File: src/rtl/alu_arbiter_pkg.sv
// Shared definitions for the ALU arbiter: ALU opcode map, requester limits and
// the layout of the issue register that feeds the shared ALU.
package alu_arbiter_pkg;

  // Upper bound on requesters and the tag width that covers it.
  localparam int unsigned ARB_NREQ_MAX = 4;
  localparam int unsigned ARB_IDW_MAX  = 2;

  // ALU opcode map, shared with the ALU and the control unit.
  // Shift opcodes shift operand B by A[4:0].
  localparam logic [3:0] ALU_AND  = 4'd0;
  localparam logic [3:0] ALU_OR   = 4'd1;
  localparam logic [3:0] ALU_ADD  = 4'd2;
  localparam logic [3:0] ALU_XOR  = 4'd3;
  localparam logic [3:0] ALU_SLL  = 4'd4;
  localparam logic [3:0] ALU_SRL  = 4'd5;
  localparam logic [3:0] ALU_SUB  = 4'd6;
  localparam logic [3:0] ALU_SLT  = 4'd7;
  localparam logic [3:0] ALU_SLTU = 4'd8;
  localparam logic [3:0] ALU_SRA  = 4'd9;
  localparam logic [3:0] ALU_NOR  = 4'd12;

  // Issue register: operands, opcode and the tag of the requester that issued.
  typedef struct packed {
    logic [31:0]            a;
    logic [31:0]            b;
    logic [3:0]             op;
    logic [ARB_IDW_MAX-1:0] id;
  } issue_t;

endpackage

File: src/rtl/alu_arbiter_alu.sv
// Single-cycle 32-bit ALU. Purely combinational; undefined opcodes pass A.
module alu_arbiter_alu
  import alu_arbiter_pkg::*;
(
  input  logic [31:0] a,
  input  logic [31:0] b,
  input  logic [3:0]  aluop,
  output logic [31:0] c,
  output logic        zero
);

  logic [4:0] shamt;

  assign shamt = a[4:0];

  // Opcode decode and result select.
  always_comb begin
    c = a;
    case (aluop)
      ALU_AND:  c = a & b;
      ALU_OR:   c = a | b;
      ALU_ADD:  c = a + b;
      ALU_XOR:  c = a ^ b;
      ALU_SLL:  c = b << shamt;
      ALU_SRL:  c = b >> shamt;
      ALU_SUB:  c = a - b;
      ALU_SLT:  c = {31'd0, $signed(a) < $signed(b)};
      ALU_SLTU: c = {31'd0, a < b};
      ALU_SRA:  c = $unsigned($signed(b) >>> shamt);
      ALU_NOR:  c = ~(a | b);
      default:  c = a;
    endcase
  end

  assign zero = (c == 32'd0);

endmodule

File: src/rtl/alu_arbiter.sv
// Round-robin arbiter sharing one ALU between NREQ requesters.
// Two-stage pipeline: issue register, then registered tagged result.
// Optional feature: define ALU_ARB_LOCK_EN to let a requester lock the ALU.
module alu_arbiter
  import alu_arbiter_pkg::*;
#(
  parameter int unsigned NREQ = 2,
  parameter int unsigned IDW  = (NREQ > 1) ? $clog2(NREQ) : 1
) (
  input  logic                 clk,
  input  logic                 rstn,
  input  logic [NREQ-1:0]      req_valid,
  output logic [NREQ-1:0]      req_ready,
  input  logic [NREQ*32-1:0]   req_a,
  input  logic [NREQ*32-1:0]   req_b,
  input  logic [NREQ*4-1:0]    req_op,
  input  logic [NREQ-1:0]      req_lock,
  output logic                 rsp_valid,
  output logic [IDW-1:0]       rsp_id,
  output logic [31:0]          rsp_c,
  output logic                 rsp_zero
);

  localparam logic [IDW-1:0] LastId = IDW'(NREQ - 1);

  logic [IDW-1:0] ptr_q, ptr_d;
  logic [IDW-1:0] rr_win;
  logic           rr_found;
  logic [IDW-1:0] grant_id;
  logic           grant_ok;
  logic           ptr_upd;
  logic           hs;

  issue_t         s1_d, s1_q;
  logic           s1_valid_q;

  logic [31:0]    alu_c;
  logic           alu_zero;

  logic           rsp_valid_q;
  logic [IDW-1:0] rsp_id_q;
  logic [31:0]    rsp_c_q;
  logic           rsp_zero_q;

  // Round-robin pick: first valid requester at or after ptr, wrapping.
  always_comb begin
    int unsigned idx;
    rr_found = 1'b0;
    rr_win   = '0;
    idx      = 0;
    for (int unsigned k = 0; k < NREQ; k++) begin
      idx = (32'(ptr_q) + k) % NREQ;
      if (!rr_found && req_valid[idx]) begin
        rr_found = 1'b1;
        rr_win   = IDW'(idx);
      end
    end
  end

`ifdef ALU_ARB_LOCK_EN
  logic           locked_q, locked_d;
  logic [IDW-1:0] owner_q, owner_d;

  // While locked only the owner can win; the pointer freezes until it unlocks.
  always_comb begin
    grant_id = locked_q ? owner_q : rr_win;
    grant_ok = locked_q ? req_valid[owner_q] : rr_found;
    ptr_upd  = hs && !(locked_q && req_lock[owner_q]);
    locked_d = locked_q;
    owner_d  = owner_q;
    if (hs) begin
      locked_d = req_lock[grant_id];
      if (req_lock[grant_id]) begin
        owner_d = grant_id;
      end
    end
  end

  // Lock state register.
  always_ff @(posedge clk or negedge rstn) begin
    if (!rstn) begin
      locked_q <= 1'b0;
      owner_q  <= '0;
    end else begin
      locked_q <= locked_d;
      owner_q  <= owner_d;
    end
  end
`else
  logic unused_lock;

  assign unused_lock = ^req_lock;

  // Pure round-robin: the pick is the grant.
  always_comb begin
    grant_id = rr_win;
    grant_ok = rr_found;
    ptr_upd  = hs;
  end
`endif

  // One-hot ready, handshake and next pointer.
  always_comb begin
    req_ready = '0;
    if (grant_ok) begin
      req_ready[grant_id] = 1'b1;
    end
    // A grant only exists for a valid requester, so it is always a transfer.
    hs    = grant_ok;
    ptr_d = ptr_q;
    if (ptr_upd) begin
      ptr_d = (grant_id == LastId) ? '0 : grant_id + 1'b1;
    end
  end

  // Issue-register contents for the granted requester.
  always_comb begin
    s1_d    = '0;
    s1_d.a  = req_a[32*grant_id +: 32];
    s1_d.b  = req_b[32*grant_id +: 32];
    s1_d.op = req_op[4*grant_id +: 4];
    s1_d.id = ARB_IDW_MAX'(grant_id);
  end

  // Pointer and stage-1 issue register.
  always_ff @(posedge clk or negedge rstn) begin
    if (!rstn) begin
      ptr_q      <= '0;
      s1_valid_q <= 1'b0;
      s1_q       <= '0;
    end else begin
      ptr_q      <= ptr_d;
      s1_valid_q <= hs;
      if (hs) begin
        s1_q <= s1_d;
      end
    end
  end

  alu_arbiter_alu u_alu (
    .a     (s1_q.a),
    .b     (s1_q.b),
    .aluop (s1_q.op),
    .c     (alu_c),
    .zero  (alu_zero)
  );

  // Stage-2 result register; payload only updates with a valid op.
  always_ff @(posedge clk or negedge rstn) begin
    if (!rstn) begin
      rsp_valid_q <= 1'b0;
      rsp_id_q    <= '0;
      rsp_c_q     <= '0;
      rsp_zero_q  <= 1'b0;
    end else begin
      rsp_valid_q <= s1_valid_q;
      if (s1_valid_q) begin
        rsp_id_q   <= IDW'(s1_q.id);
        rsp_c_q    <= alu_c;
        rsp_zero_q <= alu_zero;
      end
    end
  end

  assign rsp_valid = rsp_valid_q;
  assign rsp_id    = rsp_id_q;
  assign rsp_c     = rsp_c_q;
  assign rsp_zero  = rsp_zero_q;

endmodule

File: config.mk
export PLATFORM = sky130hd
export DESIGN_NAME = alu_arbiter
export DESIGN_NICKNAME = d
export VERILOG_FILES = /design/src/rtl/alu_arbiter_pkg.sv /design/src/rtl/alu_arbiter_alu.sv /design/src/rtl/alu_arbiter.sv
export SDC_FILE = /design/constraint.sdc
export NUM_CORES = 1
export LEC_CHECK = 0
export CORE_MARGIN = 2
export CORE_UTILIZATION = 53
export DETAILED_ROUTE_END_ITERATION = 8
export PLACE_DENSITY_LB_ADDON = 0.25
export SLEW_MARGIN = 20
export SYNTH_ARGS = -nofsm -noshare
export SYNTH_HDL_FRONTEND = slang
export SYNTH_SLANG_ARGS = --single-unit
File: constraint.sdc
create_clock -name clk -period 5 [get_ports clk]
set_clock_uncertainty 0.2 [all_clocks]
set_input_delay 0.75 -clock clk [delete_from_list [all_inputs] [get_ports clk]]
set_output_delay 0.75 -clock clk [all_outputs]
set_load 0.02 [all_outputs]
==> results_dict.tcl, run 1 <==
set metrics [dict create \
    grt-ovfl-total 0 \
    yosysTopAreaCellShare_pct 16.4 \
    worstPathArrival_ns 4.92 \
    hold_violations 0 \
    start_kind "register" \
    synth_cells 2115 \
    crit_family "simple AND/OR/NAND/NOR gates" \
    clk_pin_slew_ns 0.08 \
    avgRoutedWirePerCell_um 28.2 \
    cts_resized 0 \
    setup_violations 0 \
    yosys-top-cells-area "dfrtp_1, mux4_2, ha_1" \
    cap_violations 0 \
    drc 0 \
    antenna_found_initial 2 \
    ant_nets 0 \
    grt_pass1_wl_um 110000 \
    critPathMaxStageDelay_ns 0.52 \
    via_per_inst 7.13 \
    first_iter_violations 3292 \
    crit_top_cell "or4_1" \
    hold_class "input port to async pin" \
    min_period_over_period_pct 95.4 \
    clock_latency_ns 0.40 \
    worst_pin_slew_ns 1.18 \
    met1_usage_pct 61.9 \
    port_buffers 176 \
    period_needed_ns 4.77 \
    grt_pass1_vias 17700 \
    die-area_um2 31900 \
    setup_tns_ns 0 \
    crit_slowest_cell "or4_1" \
    p_leak_nw 7.77 \
    syn_nets 2371 \
    place_hpwl_um 58000 \
    numCtsBuffers 9 \
    ff2ff_path_depth 14 \
    avgSynthCellArea_um2 7.64 \
    ys_warn_count 0 \
    cp.required_ns 5.15 \
    met2_usage_pct 68.8 \
    critical_path_cell_count 14 \
    layout.nets 2507 \
    first_pass_iters 9 \
    clk_path_buf_depth 2 \
    ys_types 108 \
    area_growth_pct 17.4 \
    p_per_area_nw_per_um2 336 \
    cts_root_buffer "clkbuf_16" \
    timing.hold.ws_ns 0.214 \
    async_flop_share_pct 100 \
    holdBufCountCts 0 \
    die_y_um 179 \
    grtUsageMet3_pct 13.3 \
    synth-edff-count 0 \
    ios 179 \
    synth_ff_type "dfrtp_1" \
    run_status "finished, final reports clean" \
    htreeDepth 3 \
    final_cells 2647 \
    grt_max_degree 107 \
    start_util_pct 54.2 \
    slew_headroom_pct 21.1 \
    gp_congestion 1.10 \
    end_kind "register" \
    post_cts.repair.setup_buffers 0 \
    cts.sinks 106 \
    yosysTopAreaCell "dfrtp_1" \
    seq_area_frac_synth_pct 16.4 \
    fillers 2651 \
    wl_um 74600 \
    drive_above_1_share_pct 14.5 \
    worstSetupPathType "register to register" \
    track_usage_pct 46.6 \
    cts_tree "built" \
    fmax_mhz 210 \
    netlist_area_um2 16200 \
    dp_cells 2630 \
    cp_max_fo 4 \
    rows 63 \
    core_region_area_um2 29800 \
    ir_drop_uv 196 \
    path_cells "inv_1 > ha_1 > fa_1 > o21ba_1 > or4_4 > a2111oi_4 > or4_1 > a21oi_1 > o32a_1 > or4_1 > nor3_1 > nand4b_1 > nor4bb_1 > a32o_1" \
    top_usage_layer "met2" \
    die_w_um 179 \
    vias 18900 \
    layout_common_cells "nand2_1, nor2_1, clkdlybuf4s50_1" \
    final-max-slew-violation-count 0 \
    rsz0062_at_grt "false" \
    final_common_cell "nand2_1" \
    ys_ff_latch 106 \
    critPathBufInv 1 \
]
final cells by class:
type	count	area, um2	share of cell area (%)
multi-input cells	1714	12200	64.2
well taps	390	488	2.57
clock inverters	5	85.1	0.449
repair buffers	319	2920	15.4
inverters	101	379	2.00
diodes	1	2.50	0.0132
clock buffers	11	253	1.33
flip-flops and latches	106	2660	14.0
final timing paths:
path	start	end	slack [ns]
min	rstn	rsp_c[8]$_DFFE_PN0P_	0.21
max in group asynchronous	rstn	s1_q[39]$_DFFE_PN0N_	3.87
max reg2reg	s1_q[38]$_DFFE_PN0N_	rsp_zero$_DFFE_PN0P_	0.23
min reg2reg	rsp_c[2]$_DFFE_PN0P_	rsp_c[2]$_DFFE_PN0P_	0.30
max	s1_q[38]$_DFFE_PN0N_	rsp_zero$_DFFE_PN0P_	0.23
min in group clk	rsp_c[2]$_DFFE_PN0P_	rsp_c[2]$_DFFE_PN0P_	0.30
routing by layer:
metal / share of wire [%] / vias up
li1: - / 8088
met1: 39 / 9049
met2: 42 / 1458
met3: 13 / 280
met4: 5.9 / 2
met5: 0.017 / -
kinds of logic after synthesis:
family                   Yosys count  share of synthesized area [%]
AO/OA/AOI/OAI                    624                           26.8
XOR/XNOR                          21                           1.14
adder cells (fa/ha/maj)          114                           8.92
buffers and inverters            295                           8.31
flip-flops                       106                           16.4
multiplexers                     179                           16.8
AND/OR/NAND/NOR                  776                           21.6
per-stage QoR:
stage	cell area, um2	total power (W)	utilization, %	worst slack, ns
floorplan	16200	0.00379	-	0.103
global placement	18600	0.00524	62.5	0.378
detailed placement	18600	0.00532	62.5	0.311
CTS	19000	0.00618	63.6	0.286
global route	19000	0.00662	63.6	0.153
finish	19000	0.00638	63.7	0.230
cell usage after synthesis, types with 14 or more instances:
cell type and number:
mux2i_1 51, nor4_1 19, nand2_1 304, o21ai_0 95
inv_1 96, mux2_2 52, nor2_1 233, xnor2_1 18
a21oi_1 122, a22oi_1 27, a31oi_1 82, a21o_1 14
clkbuf_1 131, buf_2 22, buf_1 18, o21a_1 15
mux4_2 67, nor3_1 53, o22ai_1 28, o211ai_1 23
dfrtp_1 106, ha_1 112, nand3_1 41, a211oi_1 25
nor2b_1 20, o31ai_1 14
worst reg2reg max path: stages, from the launching register on:
cell and delay (ns):
dfrtp_4 0.43, inv_1 0.06, ha_1 0.23, fa_1 0.45
o21ba_1 0.27, or4_4 0.51, a2111oi_4 0.48, or4_1 0.17
a21oi_1 0.06, o32a_1 0.37, or4_1 0.52, nor3_1 0.22
nand4b_1 0.19, nor4bb_1 0.35, a32o_1 0.22
flip-flops by register name, summed over array words and instances (netlist names):
signal      flops
ptr_q           1
rsp_c          32
rsp_id          1
rsp_valid       1
rsp_zero        1
s1_q           69
s1_valid_q      1
power by group:
| group | switching [W] | internal [W] | leakage, nW |
|---|---|---|---|
| Clock | 0.000388 | 0.000469 | 0.162 |
| Sequential | 0.000215 | 0.00103 | 1.24 |
| Combinational | 0.00260 | 0.00168 | 6.37 |
No activity file was read; power rests on OpenSTA's default activity.
==> run 2, diff against run 1 <==
--- a/config.mk
+++ b/config.mk
@@ -5,6 +5,8 @@
 export SDC_FILE = /design/constraint.sdc
 export NUM_CORES = 1
 export LEC_CHECK = 0
+export CAP_MARGIN = 15
+export CORE_ASPECT_RATIO = 1.4
 export CORE_MARGIN = 2
 export CORE_UTILIZATION = 53
 export DETAILED_ROUTE_END_ITERATION = 8
==> results_dict.tcl, run 2 (same netlist as run 1, synthesis figures left out) <==
set metrics [dict create \
    run_status "finished, final reports clean" \
    fmax_mhz 205 \
    pwr-share-comb_pct 68.7 \
    period_needed_ns 4.87 \
    start_kind "register" \
    hold_violations 0 \
    layout_common_cells "nand2_1, nor2_1, buf_4" \
    final_common_cell "nand2_1" \
    crit_top_cell "buf_4" \
    slew_headroom_pct 30.6 \
    grt_pass1_vias 18100 \
    final-max-slew-violation-count 0 \
    die_w_um 152 \
    track_usage_pct 47.3 \
    gp_congestion 1.16 \
    port_buffers 176 \
    worstPathArrival_ns 5.01 \
    layout.nets 2555 \
    power.share.switching_pct 50.6 \
    fillers 2692 \
    ant_nets 0 \
    clk_pin_slew_ns 0.08 \
    rsz0062_at_grt "false" \
    clock_latency_ns 0.39 \
    p_int_w 0.00314 \
    antenna_found_initial 0 \
    regMostFlops "s1_q" \
    cp_max_fo 48 \
    ir_drop_uv 222 \
    p_leak_nw 7.98 \
    grt_max_degree 77 \
    p_per_area_nw_per_um2 330 \
    wl_um 76000 \
    grt_pass1_wl_um 112000 \
    pwr-share-seq_pct 19.6 \
    die_y_um 211 \
    start_util_pct 53.8 \
    numCtsBuffers 9 \
    critPathMaxStageDelay_ns 0.53 \
    grt-ovfl-total 0 \
    htreeDepth 3 \
    die-area_um2 31900 \
    min_period_over_period_pct 97.4 \
    setup_tns_ns 0 \
    dp_cells 2669 \
    core_region_area_um2 30000 \
    setup_violations 0 \
    hold_class "input port to async pin" \
    worstSetupPathType "register to register" \
    first_pass_iters 6 \
    via_per_inst 7.05 \
    r2r_slack_ns 0.13 \
    ios 179 \
    p_clk_share_pct 11.8 \
    path_cells "buf_12 > buf_4 > mux4_2 > a221oi_1 > a31oi_1 > a211o_1 > o32ai_1 > o21ai_0 > a2111oi_2 > nor4bb_1 > buf_4 > a32o_1" \
    vias 19000 \
    largest_reg_flops 69 \
    stdcell_area_um2 19300 \
    clk_path_buf_depth 2 \
    crit_slowest_cell "o32ai_1" \
    first_iter_violations 2426 \
    cts_root_buffer "clkbuf_16" \
    switching_power_w 0.00323 \
    worst_pin_slew_ns 1.04 \
    cts_tree "built" \
    drive_above_1_share_pct 16.4 \
    avgRoutedWirePerCell_um 28.2 \
    placed_cell_area_um2 18900 \
    drc 0 \
    area_growth_pct 19.3 \
    cp.required_ns 5.13 \
    final_cells 2690 \
    cap_violations 0 \
    end_kind "register" \
    place_hpwl_um 59400 \
    rows 75 \
    cts.sinks 106 \
]
## run 2: worst max-delay path, delay by kind of cell (launching register included)
| family | cells | cell delay (ns) |
|---|---|---|
| AOI/OAI and AO/OA | 7 | 2.63 |
| buffers and inverters | 3 | 0.73 |
| DFF | 1 | 0.43 |
| muxes | 1 | 0.52 |
| and+or+nand+nor | 1 | 0.30 |
## run 2: worst paths after layout
| check | startpoint | to | cells after the start |
|---|---|---|---|
| worst min-delay path | rstn | s1_q[11]$_DFFE_PN0N_ | 1 |
| min in group clk | rsp_c[3]$_DFFE_PN0P_ | rsp_c[3]$_DFFE_PN0P_ | 1 |
| worst min register to register | rsp_c[3]$_DFFE_PN0P_ | rsp_c[3]$_DFFE_PN0P_ | 1 |
| max in group asynchronous | rstn | rsp_c[29]$_DFFE_PN0P_ | 2 |
| worst max register to register | s1_q[38]$_DFFE_PN0N_ | rsp_zero$_DFFE_PN0P_ | 12 |
| worst max-delay path | s1_q[38]$_DFFE_PN0N_ | rsp_zero$_DFFE_PN0P_ | 12 |
## run 2: area by class of cell
type                       count  area (um2)  area share [%]
sequential                   106        2670            13.8
tap                          385         482            2.50
multi-input combinational   1714       12200            63.3
antenna                        1        2.50          0.0130
inverter                     101         379            1.97
timing repair buffer         367        3270            17.0
clock inverter                 6        47.5           0.247
clock buffer                  10         239            1.24
## run 2: what timing repair did
action / CTS / global route
setup buffers: 0 / 4
endpoints found under the setup margin: 0 / 1
resized for setup: 0 / 6
hold buffers: 0 / 0
## run 2: per-stage QoR
stage / total power, W / hold WS, ns / util, % / setup WS, ns
2_1_floorplan: 0.00379 / 0.226 / - / 0.103
3_3_place_gp: 0.00534 / 0.264 / 63.1 / 0.283
3_5_place_dp: 0.00541 / 0.269 / 63.1 / 0.219
4_1_cts: 0.00617 / 0.280 / 64.0 / 0.186
5_1_grt: 0.00662 / 0.296 / 64.2 / 0.00906
6_report: 0.00637 / 0.234 / 64.2 / 0.128
## run 2: power by group through the flow
stage	combinational [W]	clock [W]	sequential (W)
3_5_place_dp	0.00416	0	0.00126
2_1_floorplan	0.00251	0	0.00129
5_1_grt	0.00458	0.000788	0.00126
3_3_place_gp	0.00410	0	0.00124
6_report	0.00437	0.000750	0.00125
4_1_cts	0.00418	0.000758	0.00124
## run 2: layer usage
| layer | up-vias | GRT usage [%] | routed length, um |
|---|---|---|---|
| li1 | 8186 | - | - |
| met1 | 8891 | 57.4 | 26300 |
| met2 | 1491 | 71.8 | 32900 |
| met3 | 401 | 11.5 | 9280 |
| met4 | 0 | 35.9 | 7540 |
| met5 | - | 0 | 0 |
